## config.mk

```make
export PLATFORM = sky130hd
export DESIGN_NAME = vec_alu_unit
export DESIGN_NICKNAME = d
export VERILOG_FILES = /design/src/rtl/vec_alu_unit.sv
export SDC_FILE = /design/constraint.sdc
export NUM_CORES = 1
export LEC_CHECK = 0
export CAP_MARGIN = 20
export CELL_PAD_IN_SITES_DETAIL_PLACEMENT = 1
export CELL_PAD_IN_SITES_GLOBAL_PLACEMENT = 1
export CORE_ASPECT_RATIO = 1.25
export CORE_UTILIZATION = 40
export DETAILED_ROUTE_END_ITERATION = 16
export PLACE_DENSITY_LB_ADDON = 0.3
export SLEW_MARGIN = 25
export SYNTH_ARGS = -nofsm -noshare
export SYNTH_HDL_FRONTEND = slang
export SYNTH_SLANG_ARGS = --single-unit
```

## constraint.sdc

```tcl
create_clock -name clk -period 5.8 [get_ports clk]
set_clock_uncertainty 0.2 [all_clocks]
set_input_delay 1.16 -clock clk [delete_from_list [all_inputs] [get_ports clk]]
set_output_delay 1.16 -clock clk [all_outputs]
set_load 0.1 [all_outputs]
```

## src/rtl/vec_alu_unit.sv

```systemverilog
`default_nettype none
// ============================================================================
//  Module      : vec_alu_unit
//  Description : Multi-cycle vector ALU. It captures two vector operands and a
//                scalar, then computes LANES_PER_CYC lanes per BUSY cycle,
//                lowest lanes first. It gives a one-cycle alu_rdy strobe in
//                DONE.
//                Optional macro VEC_ALU_SAT_EN: saturating add/sub (ops
//                1010..1101). When it is undefined these ops wrap.
//  Revision    : 1.0 - initial release
// ============================================================================
module vec_alu_unit #(
    parameter int VEC_LANES     = 16,
    parameter int LANE_W        = 8,
    parameter int LANES_PER_CYC = 4
) (
    input  logic                          clk,
    input  logic                          rst,
    input  logic                          alu_st,
    input  logic [3:0]                    alu_op,
    input  logic [VEC_LANES*LANE_W-1:0]   vec_a,
    input  logic [VEC_LANES*LANE_W-1:0]   vec_b,
    input  logic [LANE_W-1:0]             esc,
    output logic [VEC_LANES*LANE_W-1:0]   alu_res,
    output logic                          alu_rdy
);

    localparam int c_VEC_W = VEC_LANES * LANE_W;
    localparam int c_GRP_W = LANES_PER_CYC * LANE_W;
    localparam int c_CNT_W = $clog2(VEC_LANES + 1);
    localparam logic [c_CNT_W-1:0] c_STEP     = c_CNT_W'(LANES_PER_CYC);
    localparam logic [c_CNT_W-1:0] c_LAST_CNT = c_CNT_W'(VEC_LANES - LANES_PER_CYC);

    typedef enum logic [1:0] {
        S_IDLE = 2'd0,
        S_BUSY = 2'd1,
        S_DONE = 2'd2
    } state_t;

    state_t               state_q, state_d;
    logic [c_CNT_W-1:0]   cnt_q, cnt_d;
    logic [3:0]           op_q, op_d;
    logic [c_VEC_W-1:0]   a_q, a_d;
    logic [c_VEC_W-1:0]   b_q, b_d;
    logic [LANE_W-1:0]    esc_q, esc_d;
    logic [c_VEC_W-1:0]   res_q, res_d;
    logic [c_GRP_W-1:0]   w_grp_res;

    // Single-lane operation. Carries and borrows stay inside the lane.
    function automatic logic [LANE_W-1:0] lane_op(
        input logic [3:0]        op,
        input logic [LANE_W-1:0] a,
        input logic [LANE_W-1:0] b,
        input logic [LANE_W-1:0] s
    );
        logic [2:0] sh;
`ifdef VEC_ALU_SAT_EN
        logic [LANE_W:0] ext;
`endif
        sh      = s[2:0];
        lane_op = '0;
        case (op)
            4'b0000: lane_op = a & s;
            4'b0001: lane_op = a & b;
            4'b0010: lane_op = a | s;
            4'b0011: lane_op = a | b;
            4'b0100: lane_op = a ^ s;
            4'b0101: lane_op = a ^ b;
            4'b0110: lane_op = a >> sh;
            4'b0111: lane_op = a << sh;
            // A shift of LANE_W clears every bit, so a rotate by 0 returns the lane unchanged.
            4'b1000: lane_op = (a >> sh) | (a << (LANE_W - int'(sh)));
            4'b1001: lane_op = (a << sh) | (a >> (LANE_W - int'(sh)));
`ifdef VEC_ALU_SAT_EN
            4'b1010: begin
                ext     = {1'b0, a} + {1'b0, b};
                lane_op = ext[LANE_W] ? '1 : ext[LANE_W-1:0];
            end
            4'b1011: begin
                ext     = {1'b0, a} + {1'b0, s};
                lane_op = ext[LANE_W] ? '1 : ext[LANE_W-1:0];
            end
            4'b1100: begin
                ext     = {1'b0, a} - {1'b0, b};
                lane_op = ext[LANE_W] ? '0 : ext[LANE_W-1:0];
            end
            4'b1101: begin
                ext     = {1'b0, a} - {1'b0, s};
                lane_op = ext[LANE_W] ? '0 : ext[LANE_W-1:0];
            end
`else
            4'b1010: lane_op = a + b;
            4'b1011: lane_op = a + s;
            4'b1100: lane_op = a - b;
            4'b1101: lane_op = a - s;
`endif
            default: lane_op = '0;
        endcase
    endfunction

    // One datapath slice per lane of the group selected by the lane counter.
    for (genvar j = 0; j < LANES_PER_CYC; j++) begin : g_lane
        logic [c_CNT_W-1:0] w_idx;
        assign w_idx = cnt_q + c_CNT_W'(j);
        assign w_grp_res[j*LANE_W +: LANE_W] =
            lane_op(op_q, a_q[w_idx*LANE_W +: LANE_W], b_q[w_idx*LANE_W +: LANE_W], esc_q);
    end

    // Next-state logic: operand capture, lane-group writes, and state sequencing.
    always_comb begin
        state_d = state_q;
        cnt_d   = cnt_q;
        op_d    = op_q;
        a_d     = a_q;
        b_d     = b_q;
        esc_d   = esc_q;
        res_d   = res_q;
        case (state_q)
            S_IDLE, S_DONE: begin
                if (alu_st) begin
                    op_d    = alu_op;
                    a_d     = vec_a;
                    b_d     = vec_b;
                    esc_d   = esc;
                    cnt_d   = '0;
                    state_d = S_BUSY;
                end else begin
                    state_d = S_IDLE;
                end
            end
            S_BUSY: begin
                res_d[cnt_q*LANE_W +: c_GRP_W] = w_grp_res;
                if (cnt_q == c_LAST_CNT) begin
                    cnt_d   = '0;
                    state_d = S_DONE;
                end else begin
                    cnt_d   = cnt_q + c_STEP;
                end
            end
            default: state_d = S_IDLE;
        endcase
    end

    // State and datapath registers. Reset clears everything and aborts any operation in flight.
    always_ff @(posedge clk) begin
        if (rst) begin
            state_q <= S_IDLE;
            cnt_q   <= '0;
            op_q    <= '0;
            a_q     <= '0;
            b_q     <= '0;
            esc_q   <= '0;
            res_q   <= '0;
        end else begin
            state_q <= state_d;
            cnt_q   <= cnt_d;
            op_q    <= op_d;
            a_q     <= a_d;
            b_q     <= b_d;
            esc_q   <= esc_d;
            res_q   <= res_d;
        end
    end

    assign alu_res = res_q;
    assign alu_rdy = (state_q == S_DONE);

endmodule
`default_nettype wire

```

After elaboration in Yosys (flattened, before gate mapping)
Cells that the tools add are included.
W data, S select, Z words.
{ "op_classes": {"eq_ne": 18, "bitwise_logic": 32, "n_shift": 26, "reduce_logical": 6, "muxes": 11, "n_addsub": 22} }
{ "op_table": {"columns": ["cell", "count"], "rows": [
  ["$shiftx A128 B9 Y8", 8],
  ["$pmux W8 S14", 4],
  ["$bwmux W128", 1],
  ["$or A8 B8 Y8", 16],
  ["$shift A32 B34 Y128 const A", 1],
  ["$shiftx A32 B34 Y128", 1],
  ["$shl A8 B32 Y8", 4],
  ["$shr A8 B32 Y8", 4],
  ["$add A8 B8 Y8", 8],
  ["$and A8 B8 Y8", 8],
  ["$sub A8 B8 Y8", 8],
  ["$xor A8 B8 Y8", 8],
  ["$neg A8 Y34", 1],
  ["$shl A8 B3 Y8", 4],
  ["$shr A8 B3 Y8", 4],
  ["$eq A4 B4 Y1 const B", 6],
  ["$eq A4 B3 Y1 const B", 4],
  ["$add A5 B2 Y5 const B", 2],
  ["$mux W5", 2],
  ["$pmux W5 S2", 1],
  ["$eq A4 B2 Y1 const B", 2],
  ["$add A5 B1 Y5 const B", 1],
  ["$add A5 B3 Y5 const B", 1],
  ["$eq A5 B4 Y1 const B", 1],
  ["other kinds (13)", 15]
]} }
{ "word_totals": {"wordCells": 122, "register_bits": 403, "inputBits": 271} }

Logic depth before layout (Yosys ltp)
Gate-level depths: netlist (run 1).
{ "depth": {"word_depth": 7, "depth_mapped": 23, "mapped_depth_nobuf": 17} }

Least setup slack after synthesis (run 1)
No wires, ideal clock.
{ "synth_timing": {"kind": "reg2reg", "start": "register esc_q[0]", "end": "register res_q[31] (netlist: alu_res[31])", "required_ps": 5461, "synth_period_minus_slack_ps": 5064, "arrival_time_ps": 4725, "setup_slack_ps": 736, "path_stages_with_launch": 23, "path_cell_list": "dfxtp_1 buf_4 inv_2 buf_4 buf_1 buf_6 ha_1 clkbuf_1 buf_2 buf_2 nor2_1 o21ai_0 a21o_1 o21ai_0 ha_1 nor2b_1 o21ai_0 a21boi_0 o21a_1 o41ai_1 xnor3_1 a221oi_2 a211oi_1"} }
{ "synth_between": {"elab_chain_len": 6, "elab_cells_between_ends": 51, "cone_classes": "9 x add/sub; 17 x shift; 5 x mux; 20 x bitwise"} }
{ "synth_lines": {"columns": ["item", "line", "text"], "rows": [
  ["start: declaration", "45", "logic [LANE_W-1:0] esc_q, esc_d;"],
  ["start signal: assignment", "160", "esc_q <= esc_d;"],
  ["$sub A4 B3 Y5", "72, 73", null],
  ["$shr A8 B32 Y8 or $shl A8 B32 Y8 (tied branches)", "73, 72", null],
  ["$or A8 B8 Y8 (on tied branches)", "73, 72", null],
  ["$pmux W8 S14", "62", "case (op)"],
  ["$shiftx A32 B34 Y128 *", "132", "res_d[cnt_q*LANE_W +: c_GRP_W] = w_grp_res;"],
  ["$bwmux W128 *", "132", null],
  ["end signal: assignment", "161", "res_q <= res_d;"],
  ["end: declaration", "46", "logic [c_VEC_W-1:0] res_q, res_d;"]
]} }
Every way passes the cells marked *; elsewhere a longest branch is shown, timed or not.
A chain may end at the register's enable or synchronous reset.

Worst setup path in the final report (run 1)
{ "layout_timing": {"start": "register op_q[1]", "end": "register res_q[60] (netlist: alu_res[60])"} }
{ "layout_between": {"elab_chain_len": 4, "elab_cells_between_ends": 20, "cone_classes": "13 x eq/ne; 1 x shift; 5 x mux; 1 x reduce/logical"} }
{ "layout_lines": {"columns": ["item", "line", "text"], "rows": [
  ["start: declaration", "42", "logic [3:0] op_q, op_d;"],
  ["start signal: assignment", "157", "op_q <= op_d;"],
  ["$eq A4 B4 Y1, or another cell as far along", "62", null],
  ["$pmux W8 S14", "62", null],
  ["$shiftx A32 B34 Y128 *", "132", null],
  ["$bwmux W128 *", "132", null]
]} }
Marked as above.

==> results.md, run 1 <==
- Crit Reg-Reg Startpoint: op_q[1]$_SDFFE_PP0P_
- Post-synth top area share: 34.43%
- CTS-repair resized insts: 0
- Status: finished clean
- Clk root buf: clkbuf_16
- Switching Share: a little over a third
- CP Capture Type: register
- Syn avg cell area: between 7 and 8 um^2
- RR Endpoint: alu_res[60]$_SDFFE_PP0P_
- Largest net degree at the start of global routing: 170
- First DRT Iteration DRCs: ~2.2k
- Reg2reg setup slack: 0.46 ns
- Via count: 25.27k
- Sequential share of power: between 30% and 40%
- First-pass DRT Iterations: 5
- Synthesized netlist net count: between 3k and 4k
- Clock Pin Slew Worst Setup and Hold Paths: roughly 0.060 ns
- Pleak: about 11 nW
- Detail Route Antenna Nets: 0
- Mapped Cells: about 3k
- Starting Density: 40.63%
- Slew @ Worst Pin: about 1.2 ns
- P per Cell Area: 281.9 nW/um^2
- Clock power share: between 30% and 40%
- Period Utilization, post-route: about 90%
- Via density: between 6 and 7
- Crit-path max cell delay: 0.56 ns
- Core area: about 57000 um^2
- Worst min-delay path startpoint: a_q[63]$_SDFFE_PP0P_
- Sink Count: between 400 and 500
- TritonCTS Buffers: 42
- WP data arrival: ~5.6 ns
- CP Launch Type: register
- Largest cells by area after synthesis: dfxtp_1, nand2_1, a21oi_1
- Crit Path Max Fanout: 17
- Final setup fails: 0
- Skew-Pair Late Insertion Delay: just under 0.6 ns
- CP cell instances: buf_4 > nor2b_1 > nor2_1 > nor2b_1 > nand2_1 > nor2_1 > a31o_2 > ha_1 > inv_1 > fa_1 > a21o_1 > a21oi_1 > xnor2_1 > o221ai_1 > nor4_1 > buf_4 > a211oi_1
- Crit path max-delay family: simple AND/OR/NAND/NOR gates
- Worst Hold Endpoint: a_q[63]$_SDFFE_PP0P_
- Initial antenna violation count: 5
- Syn Std Cell Area: ~23000 um^2
- Hold depth: 2
- Cell Rows: 98
- Setup slack after layout: 0.4578 ns
- Post-synth EDFFs: 0
- Worst min-delay path category: reg -> reg
- Final RePlAce weighted congestion: around 1.1
- Layout cells sized above 1: about a tenth
- Main synth FF type: dfxtp_1
- Final min period: 5.342 ns
- Yosys cell types: 92
- I/O Buffers: 399
- Fmax: between 150 and 200 MHz
- Hold buffers post-CTS: 0
- Die Ht: approximately 270 um
- Post-synth top cells: nand2_1, dfxtp_1, a21oi_1
- Count leader, synth: nand2_1
- Clk buf depth: 3
- Pint: around 0.0054 W
- Switch Pwr: around 0.0029 W
- Final Hold Viols: 0
- Gr usage total: 39.98%
- Share of synthesized registers carrying an async set or reset: 0%
- Global-route wire length before repair: 174300 um
- Total gr overflow: 0
- Drt wl/cell: 29.70 um
- Placed wire-length estimate: between 80000 and 90000 um
- Die Width: 217.9 um
- Place WS: approximately 0.7 ns
- WP data required: 6.03 ns
- Post-CTS Setup Inserts: 0
- Worst relative slew slack: roughly a fifth
- Max_cap viols: 0
- H-tree depth: 2
- Comb pwr share: approximately 30%
- Flop and latch count out of synthesis: roughly 400
- Max VDD drop: 0.2376 mV
- # fillers: roughly 6.9k
- R2R cell count: 17
- Number of global-route vias before repair: 26.15k
- Wirelength, routed: 120900 um
- Leading area contributor after synthesis: dfxtp_1
- Synth Warn #: 0
- Worst path slowest cell: nor4_1
- # IOs: 400
- Critical path buffer and inverter count: 3
- CTS tree: built
- DRC viols: 0
- Fin. max-slew vios: 0
- RSZ-0062 raised after global routing: no
- Synth-to-layout area growth: 26.76%
- Post-synthesis sequential area ratio: between 30% and 40%
- Crit path kind: reg -> reg
- Setup TNS: 0 ns
- Fin nets: 3602
- Die footprint: just under 60000 um^2
-- per-stage QoR --
stage                     cell area (um^2)  power, W  cells  utilization, %  hold slack [ns]
final                                29550  0.008332   4071           51.50           0.2533
after global routing                 29550  0.008571   4069           51.49           0.2727
after CTS                            29500  0.008260   4065           51.41           0.2562
after detailed placement             28050  0.005426   3991           48.89           0.2477
after global placement               28050  0.005365   3991           48.87           0.2393
after floorplan                      23320  0.004460   2997               -           0.2315
-- cell type report --
| type | count | area, um^2 | area share (%) |
|---|---|---|---|
| multi-input cells | 2291 | 14050 | 47.54 |
| repair buffers | 502 | 4887 | 16.54 |
| clock buffers | 61 | 1244 | 4.208 |
| clock inverters | 13 | 201.4 | 0.6816 |
| inverters | 50 | 187.7 | 0.6350 |
| diodes | 3 | 7.507 | 0.02540 |
| flip-flops and latches | 401 | 8039 | 27.20 |
| well taps | 750 | 938.4 | 3.175 |
-- routing by layer --
| layer | global-route usage, % | part of all wire, % | up-vias |
|---|---|---|---|
| met5 | 0 | 0.022 | - |
| met4 | 30.38 | 8.6 | 4 |
| met3 | 9.615 | 7.5 | 382 |
| met2 | 65.87 | 47 | 1202 |
| met1 | 44.42 | 37 | 12453 |
| li1 | - | - | 11230 |
-- power groups by stage --
stage	sequential (W)	clock [W]	combinational, W
finish	0.00300	0.00285	0.00248
global route	0.00301	0.00298	0.00258
CTS	0.00300	0.00287	0.00239
detailed placement	0.00305	0	0.00237
global placement	0.00304	0	0.00232
floorplan	0.00316	0	0.00130
-- how the worst max path moves through the flow --
| stage | startpoint | endpoint | slack (ns) | depth (start not counted) |
|---|---|---|---|---|
| floorplan | esc_q[0]$_SDFFE_PP0P_ | alu_res[31]$_SDFFE_PP0P_ | 0.74 | 22 |
| global placement | op_q[1]$_SDFFE_PP0P_ | alu_res[60]$_SDFFE_PP0P_ | 0.77 | 17 |
| detailed placement | op_q[1]$_SDFFE_PP0P_ | alu_res[62]$_SDFFE_PP0P_ | 0.72 | 18 |
| CTS | op_q[1]$_SDFFE_PP0P_ | alu_res[62]$_SDFFE_PP0P_ | 0.67 | 18 |
| global route | cnt_q[2]$_SDFFE_PP0P_ | alu_res[63]$_SDFFE_PP0P_ | 0.21 | 13 |
| finish | op_q[1]$_SDFFE_PP0P_ | alu_res[60]$_SDFFE_PP0P_ | 0.46 | 17 |
-- cells in the final DEF (no fill, tap or decap), types with 18 or more instances in the layout --
cell type / Yosys / routed
a211oi_1: 142 / 142
a21oi_1: 392 / 392
a22oi_1: 19 / 19
a31oi_1: 18 / 18
buf_4: 3 / 92
clkbuf_16: 0 / 43
clkdlybuf4s50_1: 0 / 395
dfxtp_1: 401 / 396
ha_1: 39 / 39
inv_1: 48 / 47
mux2i_1: 61 / 60
mux4_2: 60 / 60
nand2_1: 713 / 713
nand3_1: 37 / 37
nor2_1: 233 / 231
nor2b_1: 24 / 23
nor3_1: 67 / 64
o21ai_0: 101 / 99
o22ai_1: 29 / 29
xnor2_1: 29 / 28
-- logic make-up (layout without fill, tap and decap cells) --
| kind of cell | Yosys count | count (layout) | share of synthesized area [%] |
|---|---|---|---|
| DFF | 401 | 401 | 34.43 |
| buffers and inverters | 305 | 626 | 5.806 |
| muxes | 145 | 145 | 10.35 |
| and+or+nand+nor | 1172 | 1172 | 21.13 |
| adders and majority gates | 46 | 46 | 2.565 |
| other | 0 | 3 | 0 |
| xor gates and xnor gates | 49 | 49 | 1.959 |
| AOI/OAI and AO/OA | 879 | 879 | 23.76 |
-- state kept, by name (all words and copies together) (netlist names) --
name and count:
alu_res 128, op_q 4, state_q 2, esc_q 8, a_q 128, b_q 128
cnt_q 3
-- tightest hold or removal path, cell delays in order (launching register included) --
cell and delay (ns):
dfxtp_1 0.31, nand2_1 0.05, a21oi_1 0.05
No activity file was read; power rests on OpenSTA's default activity.
==> run 2: changes to the inputs <==
- HOLD_SLACK_MARGIN: not set -> 0.12
==> results of run 2 <==
Final layout, timing and power as in run 1 (identical DEF).
==> run 3: changes to the inputs <==
- RECOVER_POWER: not set -> 25
==> run 3 against run 2 <==
The run now ends with max-capacitance violations, max-slew violations left. Combinational power is essentially flat. Worst hold slack about the same. Die area unchanged. Register-to-register slack hardly changed. Critical path type unchanged. Routed wire length hardly changed. Cell area shrank 0.20%. Global-route usage unchanged.
==> results.md, run 3 (synthesis gave the netlist of run 1 again) <==
- Final Hold Viols: 0 (unchanged)
- Global-route wire length before repair: 174300 um (unchanged)
- Most frequent cells in the layout: nand2_1, dfxtp_1, clkdlybuf4s50_1, a21oi_1, nor2_1
- Crit Reg-Reg Startpoint: op_q[1]$_SDFFE_PP0P_
- M3 GR Usage: 9.615% (unchanged)
- CTS tree: built
- Power after layout: 0.008325 W (about the same)
- Final setup fails: 0 (unchanged)
- Max_cap viols: 2 (+2)
- First DRT Iteration DRCs: 2286 (+2.1%)
- Placed wire-length estimate: 89050 um (unchanged)
- Final RePlAce weighted congestion: 1.087 (unchanged)
- Hold depth: 2 (unchanged)
- RSZ-0062 raised after global routing: no
- Detail Route Antenna Nets: 0 (unchanged)
- WP data arrival: 5.56 ns (about the same)
- Worst relative slew slack: -36.24% (-56 points)
- Setup slack after layout: 0.4637 ns (+0.005896 ns)
- Period Utilization, post-route: 92.00% (-0.10 points)
- I/O Buffers: 399 (unchanged)
- Worst path slowest cell: nor2b_1
- Initial antenna violation count: 5 (unchanged)
- Skew-Pair Late Insertion Delay: 0.59 ns (about the same)
- Worst min-delay path startpoint: a_q[63]$_SDFFE_PP0P_
- Wirelength, routed: 121000 um (about the same)
- Die Width: 217.9 um (unchanged)
- DRC viols: 0 (unchanged)
- Worst Hold Endpoint: a_q[63]$_SDFFE_PP0P_
- Post-CTS Setup Inserts: 0 (unchanged)
- Number of global-route vias before repair: 26.15k (unchanged)
- Drt wl/cell: 29.72 um (about the same)
- M2 GR Usage: 65.87% (unchanged)
- RR Endpoint: alu_res[60]$_SDFFE_PP0P_
- Gr usage total: 39.98% (unchanged)
- Crit path kind: reg -> reg
- First-pass DRT Iterations: 6 (+1)
- Reg2reg setup slack: 0.46 ns (about the same)
- Most Crowded Layer GR: met2
- Clock Pin Slew Worst Setup and Hold Paths: 0.06 ns (about the same)
- CP Capture Type: register
- Met1 Usage GRT: 44.42% (unchanged)
- Via density: 6.231 (+0.38%)
- Crit path max-delay family: simple AND/OR/NAND/NOR gates
- Die Ht: 271.9 um (unchanged)
- Status: complete, but fails checks
- TritonCTS Buffers: 42 (unchanged)
- Core area: 57390 um^2 (unchanged)
- Sink Count: 401 (unchanged)
- Clk buf depth: 3 (unchanged)
- P per Cell Area: 282.2 nW/um^2 (+0.12%)
- Starting Density: 40.63% (unchanged)
- Critical path buffer and inverter count: 3 (unchanged)
- Place WS: 0.7204 ns (unchanged)
- Max VDD drop: 0.2379 mV (about the same)
- Dpl cells: 3991 (unchanged)
- Fin nets: 3602 (unchanged)
- Clk root buf: clkbuf_16
- Synth-to-layout area growth: 26.50%
- Cell Rows: 98 (unchanged)
- Post-Layout Cell Count: 4071 (unchanged)
- Crit Path Max Fanout: 17 (unchanged)
- CP Launch Type: register
- Worst min-delay path category: reg -> reg
- Final min period: 5.336 ns (-0.005896 ns)
- Layout cells sized above 1: 9.192% (-0.24 points)
- Failing checks: max-capacitance violations, max-slew violations
- H-tree depth: 2 (unchanged)
- Crit-path max cell delay: 0.56 ns (about the same)
- Final hold slack: 0.2535 ns (+0.0002160 ns)
- WP data required: 6.03 ns (about the same)
- CP cell instances: buf_4 > nor2b_1 > nor2_1 > nor2b_1 > nand2_1 > nor2_1 > a31o_2 > ha_1 > inv_1 > fa_1 > a21o_1 > a21oi_1 > xnor2_1 > o221ai_1 > nor4_1 > buf_4 > a211oi_1
- Hold buffers post-CTS: 0 (unchanged)
- R2R cell count: 17 (unchanged)
- Fin. max-slew vios: 77 (+77)
- Die footprint: 59270 um^2 (unchanged)
- Setup TNS: 0 ns (unchanged)
- Pleak: 10.59 nW (-0.37%)
- Fmax: 187.4 MHz (+0.11%)
- CTS-repair resized insts: 0 (unchanged)
- Largest net degree at the start of global routing: 170 (unchanged)
- Most common cell after layout, fill and taps aside: nand2_1
- Slew @ Worst Pin: 2.044 ns (+0.8471 ns)
- # IOs: 400 (unchanged)
- Total gr overflow: 0 (unchanged)
- Via count: 25.37k (+0.38%)
==> run 3: changes by cell type in the layout (fill, tap and decap cells not counted), sizes merged <==
cell and change:
buf -7, clkbuf +7, dlygate4sd3 +1, clkdlybuf4s50 -1
==> run 3: routing by layer <==
metal / up-vias / share of wire [%] / wire length [um]
met5: - / 0.022 / 27
met2: 1207 / 47 / 56660
met3: 392 / 7.4 / 9005
met4: 4 / 8.6 / 10430
li1: 11231 / - / -
met1: 12532 / 37 / 44880
==> run 3: area by class of cell <==
cell class	count	area [um^2]
Fill cell	6943	27890
Multi-Input combinational cell	2291	14040
Antenna cell	3	7.507
Inverter	50	187.7
Sequential cell	401	8039
Clock inverter	13	201.4
Timing Repair Buffer	502	4836
Clock buffer	61	1244
Tap cell	750	938.4
==> run 3: worst max path at each step <==
stage | startpoint | endpoint | slack [ns] | depth (start not counted)
global placement | op_q[1]$_SDFFE_PP0P_ | alu_res[60]$_SDFFE_PP0P_ | 0.77 | 17
global route | cnt_q[2]$_SDFFE_PP0P_ | alu_res[63]$_SDFFE_PP0P_ | 0.21 | 13
CTS | op_q[1]$_SDFFE_PP0P_ | alu_res[62]$_SDFFE_PP0P_ | 0.67 | 18
floorplan | esc_q[0]$_SDFFE_PP0P_ | alu_res[31]$_SDFFE_PP0P_ | 0.74 | 22
finish | op_q[1]$_SDFFE_PP0P_ | alu_res[60]$_SDFFE_PP0P_ | 0.46 | 17
detailed placement | op_q[1]$_SDFFE_PP0P_ | alu_res[62]$_SDFFE_PP0P_ | 0.72 | 18
==> run 3: report_power, final <==
part | internal (W) | switching (W) | leakage [nW]
logic | 0.000863 | 0.00161 | 6.62
clock network | 0.00164 | 0.00121 | 0.697
registers | 0.00289 | 0.000103 | 3.28
total | 0.00539 | 0.00293 | 10.6
==> run 3: stage by stage <==
step / utilization [%] / instance area, um^2
3_3_place_gp: 48.87 / 28050
4_1_cts: 51.41 / 29500
3_5_place_dp: 48.89 / 28050
6_report: 51.40 / 29500
5_1_grt: 51.39 / 29490
2_1_floorplan: - / 23320
==> run 3: worst reg2reg max path, cell delays in order (launching register included) <==
cell      delay [ns]
dfxtp_1         0.37
buf_4           0.23
nor2b_1         0.56
nor2_1          0.19
nor2b_1         0.19
nand2_1         0.20
nor2_1          0.45
a31o_2          0.19
ha_1            0.19
inv_1           0.07
fa_1            0.41
a21o_1          0.18
a21oi_1         0.25
xnor2_1         0.42
o221ai_1        0.22
nor4_1          0.54
buf_4           0.23
a211oi_1        0.07
